===== config.mk =====
export PLATFORM = sky130hd
export DESIGN_NAME = mul_hilo_ctrl
export DESIGN_NICKNAME = d
export VERILOG_FILES = /design/src/rtl/mul_hilo_ctrl.sv
export SDC_FILE = /design/constraint.sdc
export NUM_CORES = 1
export LEC_CHECK = 0
export BUFFER_PORTS_ARGS = -buffer_cell sky130_fd_sc_hd__buf_4
export CORE_MARGIN = 2
export CORE_UTILIZATION = 37
export DETAILED_ROUTE_END_ITERATION = 7
export PLACE_DENSITY = 0.74
export SLEW_MARGIN = 20
export SYNTH_ARGS = -nofsm -noshare
export SYNTH_HDL_FRONTEND = slang
export SYNTH_SLANG_ARGS = --single-unit

===== constraint.sdc =====
create_clock -name clk -period 4.03 [get_ports clk]
set_input_delay 0.403 -clock clk [delete_from_list [all_inputs] [get_ports clk]]
set_output_delay 0.403 -clock clk [all_outputs]
set_load 0.1 [all_outputs]

===== src/rtl/mul_hilo_ctrl.sv =====
// HI/LO register file and start/stall sequencer for the iterative multiplier.
// Holds operands stable while the multiplier runs and captures its product.
module mul_hilo_ctrl (
    input  logic        clk,
    input  logic        resetn,
    input  logic        ex_mult_req,
    input  logic        ex_mult_signed,
    input  logic [31:0] ex_op1,
    input  logic [31:0] ex_op2,
    input  logic        ex_mthi,
    input  logic        ex_mtlo,
    input  logic [31:0] ex_wdata,
    input  logic        ex_cancel,
    output logic        stall,
    output logic        mult_begin,
    output logic        mult_signed,
    output logic [31:0] mult_op1,
    output logic [31:0] mult_op2,
    input  logic [63:0] product,
    input  logic        mult_end,
    output logic [31:0] hi,
    output logic [31:0] lo
);

    typedef enum logic {
        IDLE,
        BUSY
    } state_t;

    state_t      state_q, state_d;
    logic        begin_q, begin_d;
    logic        signed_q, signed_d;
    logic [31:0] op1_q, op1_d;
    logic [31:0] op2_q, op2_d;
    logic [31:0] hi_q, hi_d;
    logic [31:0] lo_q, lo_d;

    // Hold EX while its multiply is outstanding; release in the completion cycle.
    assign stall = ex_mult_req & ~ex_cancel
                 & ~((state_q == BUSY) & mult_end);

    // Next-state, operand latch and HI/LO write selection.
    always_comb begin
        state_d  = state_q;
        begin_d  = begin_q;
        signed_d = signed_q;
        op1_d    = op1_q;
        op2_d    = op2_q;
        hi_d     = hi_q;
        lo_d     = lo_q;

        // A multiply in the EX slot shadows any mt* that arrives with it.
        if (~ex_cancel & ~ex_mult_req) begin
            if (ex_mthi) hi_d = ex_wdata;
            if (ex_mtlo) lo_d = ex_wdata;
        end

        unique case (state_q)
            IDLE: begin
                if (ex_mult_req & ~ex_cancel) begin
                    op1_d    = ex_op1;
                    op2_d    = ex_op2;
                    signed_d = ex_mult_signed;
                    begin_d  = 1'b1;
                    state_d  = BUSY;
                end
            end
            BUSY: begin
                // Flush wins: the product of a cancelled instruction is dropped.
                if (ex_cancel) begin
                    begin_d = 1'b0;
                    state_d = IDLE;
                end else if (mult_end) begin
                    hi_d    = product[63:32];
                    lo_d    = product[31:0];
                    begin_d = 1'b0;
                    state_d = IDLE;
                end
            end
            default: begin
                begin_d = 1'b0;
                state_d = IDLE;
            end
        endcase
    end

    // State and architectural registers, cleared asynchronously.
    always_ff @(posedge clk or negedge resetn) begin
        if (!resetn) begin
            state_q  <= IDLE;
            begin_q  <= 1'b0;
            signed_q <= 1'b0;
            op1_q    <= 32'd0;
            op2_q    <= 32'd0;
            hi_q     <= 32'd0;
            lo_q     <= 32'd0;
        end else begin
            state_q  <= state_d;
            begin_q  <= begin_d;
            signed_q <= signed_d;
            op1_q    <= op1_d;
            op2_q    <= op2_d;
            hi_q     <= hi_d;
            lo_q     <= lo_d;
        end
    end

    assign mult_begin  = begin_q;
    assign mult_signed = signed_q;
    assign mult_op1    = op1_q;
    assign mult_op2    = op2_q;
    assign hi          = hi_q;
    assign lo          = lo_q;

endmodule


# Word-level counts from Yosys, hierarchy flattened

Index checks and enable logic that the tools add are counted.
W data, S select, Z words.

Reductions and logical operators: 2
Equal/unequal tests: 2
Mux-type cells: 18
Bitwise gates (word level): 8

Operators with widths:

| kind                 | count |
|---|---|
| $mux W32             | 10 |
| $mux W1              | 6 |
| $and A1 B1 Y1        | 4 |
| $not A1 Y1           | 4 |
| $pmux W1 S2          | 2 |
| $reduce_and A2 Y1    | 2 |
| $ne A3 B3 Y1 const B | 1 |
| $ne A2 B2 Y1 const B | 1 |

Input bits: 168
Bits in registers: 131

# Logic depth before layout (Yosys ltp)

Gate-level depths: netlist of the first run.

Depth in word-level cells: 6
Mapped depth: 5
Gate-level depth less buffers: 3

# Worst setup path before layout of the first run

No wires, ideal clock.

Path kind: in2out
From: input ex_cancel
To: output stall
Stages on the path: 2
Buffers on the path: 0
Arrival time: 2.012 ns
Path slack: 1.615 ns
Cell sequence: nand2b_1 -> a21oi_1

Word-level cells in the longest chain between the ends: 3

RTL lines:

| element            | line | RTL |
|---|---|---|
| start: declaration | 13   | `input logic ex_cancel,` |
| $not A1 Y1         | 39   | `assign stall = ex_mult_req & ~ex_cancel` |
| $and A1 B1 Y1      | 39   |  |
| $and A1 B1 Y1      | 40   | `& ~((state_q == BUSY) & mult_end);` |
| end: declaration   | 14   | `output logic stall,` |

No other way between the ends.

# Final worst setup path of the first run

From: register state_q
To: register signed_q (netlist: mult_signed)

Word-level cells in the longest chain between the ends: 2

RTL lines:

| element                            | line | RTL |
|---|---|---|
| start: declaration                 | 30   | `state_t state_q, state_d;` |
| start signal: assignment           | 98   | `state_q <= state_d;` |
| $not A1 Y1                         | --   |  |
| $reduce_and A2 Y1 (no source line) | --   |  |
| end signal: assignment             | 100  | `signed_q <= signed_d;` |
| end: declaration                   | 32   | `logic signed_q, signed_d;` |

No other way between the ends.
A chain may end at the register's enable or synchronous reset.

==> results of run 1 <==
==> metal layers <==
| metal | GRT usage [%] | wire length (um) | part of all wire, % | up-vias |
|---|---|---|---|---|
| met2 | 33.22 | 7709 | 46 | 221 |
| met1 | 27.25 | 6990 | 42 | 2287 |
| met5 | 0 | 16 | 0.096 | - |
| li1 | - | - | - | 2274 |
| met4 | 8.627 | 457 | 2.8 | 2 |
| met3 | 7.360 | 1417 | 8.5 | 31 |
==> logic make-up (layout without fill, tap and decap cells) <==
group                  Yosys count  after routing  share of synthesized area (%)
and+or+nand+nor                202            202                          14.77
AOI/OAI and AO/OA               68             68                          7.811
muxes                           65             65                          13.52
other                            0              1                              0
DFF                            131            131                          60.55
buffers and inverters           36            338                          3.351
==> cell usage in the layout, fill, tap and decap left out, types with 2 or more instances in the layout <==
cell type     n
clkbuf_1      2
buf_12        2
nand2b_1      4
dfrtp_1     131
a31oi_1      64
nor3b_4       2
nand2_1     128
inv_6         2
clkbuf_16    17
mux2_2       15
buf_4       302
clkbuf_8      3
nor2_1       64
mux2_1       50
clkinvlp_4    5
a21oi_1       2
==> how the worst max path moves through the flow <==
stage	startpoint	end	slack [ns]	cells past startpoint
after floorplan	ex_cancel	stall	1.61	2
final	state_q	mult_signed	2.03	3
after global placement	ex_cancel	mult_signed	1.75	5
after detailed placement	ex_cancel	mult_op2[31]	1.75	5
after global routing	state_q	mult_signed	1.91	3
after CTS	state_q	mult_signed	2.01	3
==> power by group through the flow <==
stage,combinational (mW),sequential [mW],clock [mW]
4_1_cts,2.89,1.71,1.51
2_1_floorplan,0.278,3.63,0
3_3_place_gp,2.88,1.72,0
5_1_grt,2.96,1.75,1.58
6_report,2.88,1.71,1.48
3_5_place_dp,2.89,1.73,0
==> metrics by stage <==
stage	hold slack [ns]	utilization, %
2_1_floorplan	0.1074	-
3_3_place_gp	0.4683	54.11
3_5_place_dp	0.4760	54.11
4_1_cts	0.03987	58.08
5_1_grt	0.06670	58.08
6_report	0.01738	58.10
==> sequential cells by signal, summed over array words and instances, names as in the netlist <==
| register | count |
|---|---|
| hi | 32 |
| mult_begin | 1 |
| mult_op2 | 32 |
| state_q | 1 |
| mult_signed | 1 |
| mult_op1 | 32 |
| lo | 32 |
==> final cells by class <==
class / instances / area, um2
clock inverter: 10 / 98.84
clock buffer: 22 / 474.2
fill: 1241 / 6043
inverter: 1 / 3.754
timing repair buffer: 305 / 2318
tap: 184 / 230.2
multi-input combinational: 335 / 1974
sequential: 131 / 3278
antenna: 1 / 2.502
==> qor.csv, run 1 <==
metric;value;unit
status;completed;
fin_nets;959;
ios;299;
h-tree-depth;4;
max_cap_violations;0;
grt_max_degree;129;
fin_crit;2.002;ns
core;0.01442;mm2
hold_buffers;0;
syn_inst;502;
skew;0.006293;ns
dpl.hpwl;11810;um
hold_class;input port to asynchronous set/reset pin;
rsz0062_at_grt;false;
dp.cells;956;
dr.pass1.iters;4;
finalSetupViolations;0;
clk_path_buf_depth;2;
postPlaceCellArea;0.007805;mm2
max_freq;499.5;MHz
avgSynthCellArea;10.78;um2
drtIter0Drc;328;
power.total;6.071;mW
powerDensity;724.4;mW/mm2
layout.cells.non_filler;989;
drv_slew;0;
gp_congestion;0.8214;
num_rows;44;
path_clk_slew;0.06;ns
cp-end-kind;register;
die_width;125.0;um
yosys-top-cells-count;dfrtp_1, nand2_1, nor2_1;
synth_seq_cells;131;
seq_power_share;28.2;%
p_int;3.068;mW
cts_setup_buffers;0;
crit_family;simple AND/OR/NAND/NOR gates;
fin_setup_tns;0;ns
grt_usage;21.28;%
worstPathRequired;4.33;ns
routed_wl;16590;um
yosysSeqAreaShare;60.55;%
cts_resized;0;
leakage;4.114;nW
synth_fp_nets;670;
start_kind;register;
ant_nets;0;
wl_per_cell;16.78;um
grt_pass1_wl;26040;um
switching_share;49.46;%
worstMarginPinSlew;0.9307;ns
crit_type;register to register;
yosys_most_used_dff;dfrtp_1;
synth_area;0.005414;mm2
overflow;0;
cts.sinks;131;
critPathSlowestCell;nor2_4;
antenna_found_initial;2;
vdd_drop_max;0.0002963;V
yosysTopAreaCellShare;60.55;%
clkLatencyLatePin;0.41;ns
final_layout_size_suffix_gt1_share;44.03;%
drc;0;
finalCritPeriodShare;49.68;%
place_ws;1.750;ns
design_area;0.008381;mm2
p_comb_share;47.4;%
ys_warn_count;0;
r2r_slack;2.03;ns
io_buffers;298;
grt_pass1_vias;4651;
slew_headroom;37.81;%
via_per_inst;4.869;
cts_tree;yes;
synth_top_cell_by_area;dfrtp_1;
timing.final.hold_violations;0;
crit_fanout;34;
async_flop_share;100.0;%
worstPathArrival;2.30;ns
die_h;125.0;um
ys_top_cells_by_area;dfrtp_1, mux2_1, nand2_1, a31oi_1, nor2_1;
syn_to_final_growth;54.80;%
die_area;0.01562;mm2
numCtsBuffers;17;
vias;4815;
synth_edf_count;0;
clkPwrFrac;24.4;%
p_switching;3.003;mW
fin_ws;2.028;ns
timing.rr.start;state_q;
start_util;37.53;%
worst-path-buf-inv;1;
root_buffer;clkbuf_16;
yosysMostFrequentCell;dfrtp_1;
slowest_delay;0.76;ns
r2r_cells;3;
synth_cell_types;19;
timing.rr.end;mult_signed;
crit_chain;nor2_4, buf_12, mux2_2;
No activity file was read; power rests on OpenSTA's default activity.
==> run 2, diff against run 1 <==
--- a/config.mk
+++ b/config.mk
@@ -5,11 +5,12 @@
 export SDC_FILE = /design/constraint.sdc
 export NUM_CORES = 1
 export LEC_CHECK = 0
+export ABC_AREA = 1
 export BUFFER_PORTS_ARGS = -buffer_cell sky130_fd_sc_hd__buf_4
 export CORE_MARGIN = 2
 export CORE_UTILIZATION = 37
 export DETAILED_ROUTE_END_ITERATION = 7
-export PLACE_DENSITY = 0.74
+export PLACE_DENSITY = 0.71
 export SLEW_MARGIN = 20
 export SYNTH_ARGS = -nofsm -noshare
 export SYNTH_HDL_FRONTEND = slang
==> constraint.sdc (replaced) <==
create_clock -name clk -period 2 [get_ports clk]
set_input_delay 0.2 -clock clk [delete_from_list [all_inputs] [get_ports clk]]
set_output_delay 0.2 -clock clk [all_outputs]
set_load 0.1 [all_outputs]
==> run 2 against run 1 <==
Effect of this change: critical endpoint is now lo[15]; first-iteration DRC count is 13% higher; die area rose by 14%; register-to-register slack lost 1.7 ns; routed wire length up 25%; synthesized cell count is 60% higher; worst hold slack gained 0.0059 ns.
==> qor.csv, run 2 <==
metric;value;unit
status;completed;
avgSynthCellArea;7.697;um2
root_buffer;clkbuf_16;
finalSetupViolations;0;
clkLatencyLatePin;0.41;ns
synth_edf_count;0;
async_flop_share;100.0;%
final_common_cell;buf_4;
cts_resized;0;
overflow;0;
ios;299;
gp_congestion;0.8011;
cp-end-kind;register;
worstPathArrival;2.00;ns
h-tree-depth;4;
cts.sinks;131;
vias;6292;
skew;0.005693;ns
regArea;0.003278;mm2
io_buffers;298;
grt_max_degree;113;
routed_wl;20670;um
numCtsBuffers;17;
syn_to_final_growth;57.11;%
grt_pass1_vias;5908;
die_width;133.4;um
fin_crit;1.657;ns
clk_path_buf_depth;2;
ant_nets;0;
syn_inst;805;
synth_cell_types;15;
die_area;0.01780;mm2
start_kind;register;
path_clk_slew;0.07;ns
fillers;1459;
layout_common_cells;buf_4, nand2_1, inv_1;
multi_input_area;0.002009;mm2
yosys-top-cells-count;nand2_1, inv_1, dfrtp_1;
synth_fp_nets;973;
core;0.01647;mm2
die_h;133.4;um
start_util;37.63;%
dr.pass1.iters;5;
ys_top_cells_by_area;dfrtp_1, nand2_1, nand3_1, inv_1, o21ai_0;
grt_usage;23.19;%
max_freq;603.5;MHz
dpl.hpwl;14120;um
wl_per_cell;14.99;um
yosysMostFrequentCell;nand2_1;
synth_seq_cells;131;
synth_area;0.006196;mm2
hold_class;input port to register;
worstPathRequired;2.34;ns
synth_top_cell_by_area;dfrtp_1;
drv_slew;0;
yosysSeqAreaShare;52.91;%
worstMarginPinSlew;0.6990;ns
via_per_inst;4.563;
crit_fanout;64;
ys_warn_count;0;
crit_type;register to register;
slew_headroom;53.40;%
yosysTopAreaCellShare;52.91;%
yosys_most_used_dff;dfrtp_1;
final_layout_size_suffix_gt1_share;29.97;%
grt_pass1_wl;32110;um
fin_setup_tns;0;ns
finalCritPeriodShare;82.84;%
antenna_found_initial;1;
drtIter0Drc;371;
drc;0;
cts_tree;yes;
rsz0062_at_grt;false;
timing.final.hold_violations;0;
num_rows;47;
max_cap_violations;0;
fin_nets;1313;
cts_setup_buffers;0;
-- run 2: changes by cell type after synthesis, sizes merged, moves of 9 or more --
cell / before / now
clkbuf: 21 / 12
mux2: 65 / 0
o21ai: 1 / 66
nor2: 65 / 2
nand3: 0 / 129
a31oi: 64 / 0
nand2: 128 / 261
inv: 1 / 165
buf: 14 / 36
-- run 2: per-stage QoR --
stage	instance area, um2	setup WS, ns	hold slack (ns)	utilization, %	std cells
global placement	8536	0.2402	0.1813	51.84	1285
CTS	9732	0.3430	0.0007900	59.10	1378
global route	9734	0.2745	0.003522	59.12	1379
floorplan	6200	0.5402	-0.09559	-	805
finish	9734	0.3431	0.02332	59.12	1379
detailed placement	8538	0.3642	0.1787	51.85	1285
-- run 2: area by class of cell --
class                           instances  share of cell area (%)
Antenna cell                            1                 0.02571
Clock buffer                           17                   4.370
Clock inverter                         15                   1.620
Tap cell                              220                   2.828
Timing Repair Buffer                  369                   30.45
Sequential cell                       131                   33.68
Inverter                              165                   6.388
Multi-Input combinational cell        461                   20.64
-- run 2: what timing repair did --
item,4_1_cts,5_1_grt
endpoints found under the hold margin,104,0
hold buffers,61,0
setup endpoints to repair,0,0
-- run 2: final timing paths --
| path | slack, ns | to | depth (start not counted) | start |
|---|---|---|---|---|
| min in group asynchronous | 0.30 | lo[24] | 2 | resetn |
| max in group asynchronous | 1.02 | mult_op1[14] | 3 | resetn |
| max | 0.34 | lo[15] | 5 | state_q |
| min reg2reg | 0.49 | mult_op2[28] | 2 | mult_op2[28] |
| max reg2reg | 0.34 | lo[15] | 5 | state_q |
| min | 0.02 | hi[24] | 3 | product[56] |
-- run 2: routing by layer --
metal	share of wire (%)	global-route usage [%]
met5	0	0
met1	40	29.66
met2	49	38.34
met3	8.7	6.431
met4	1.7	7.270
-- run 2: critical path, cell delays in order (launching register included) --
cell and delay [ns]:
dfrtp_1 0.40, nand2_1 0.13, nor2_4 0.13, buf_4 0.59
nand2_1 0.21, nand2_1 0.11
-- run 2: cells by family after synthesis --
logic type      after synthesis  share of synthesized area, %
compound gates               69                         5.573
simple gates                392                         26.51
flops                       131                         52.91
buf+inv                     213                         15.00
Power of run 2 is left out: the tool's default activity adds up to more than one toggle a clock period on the data nets, which glitch-free logic cannot reach.
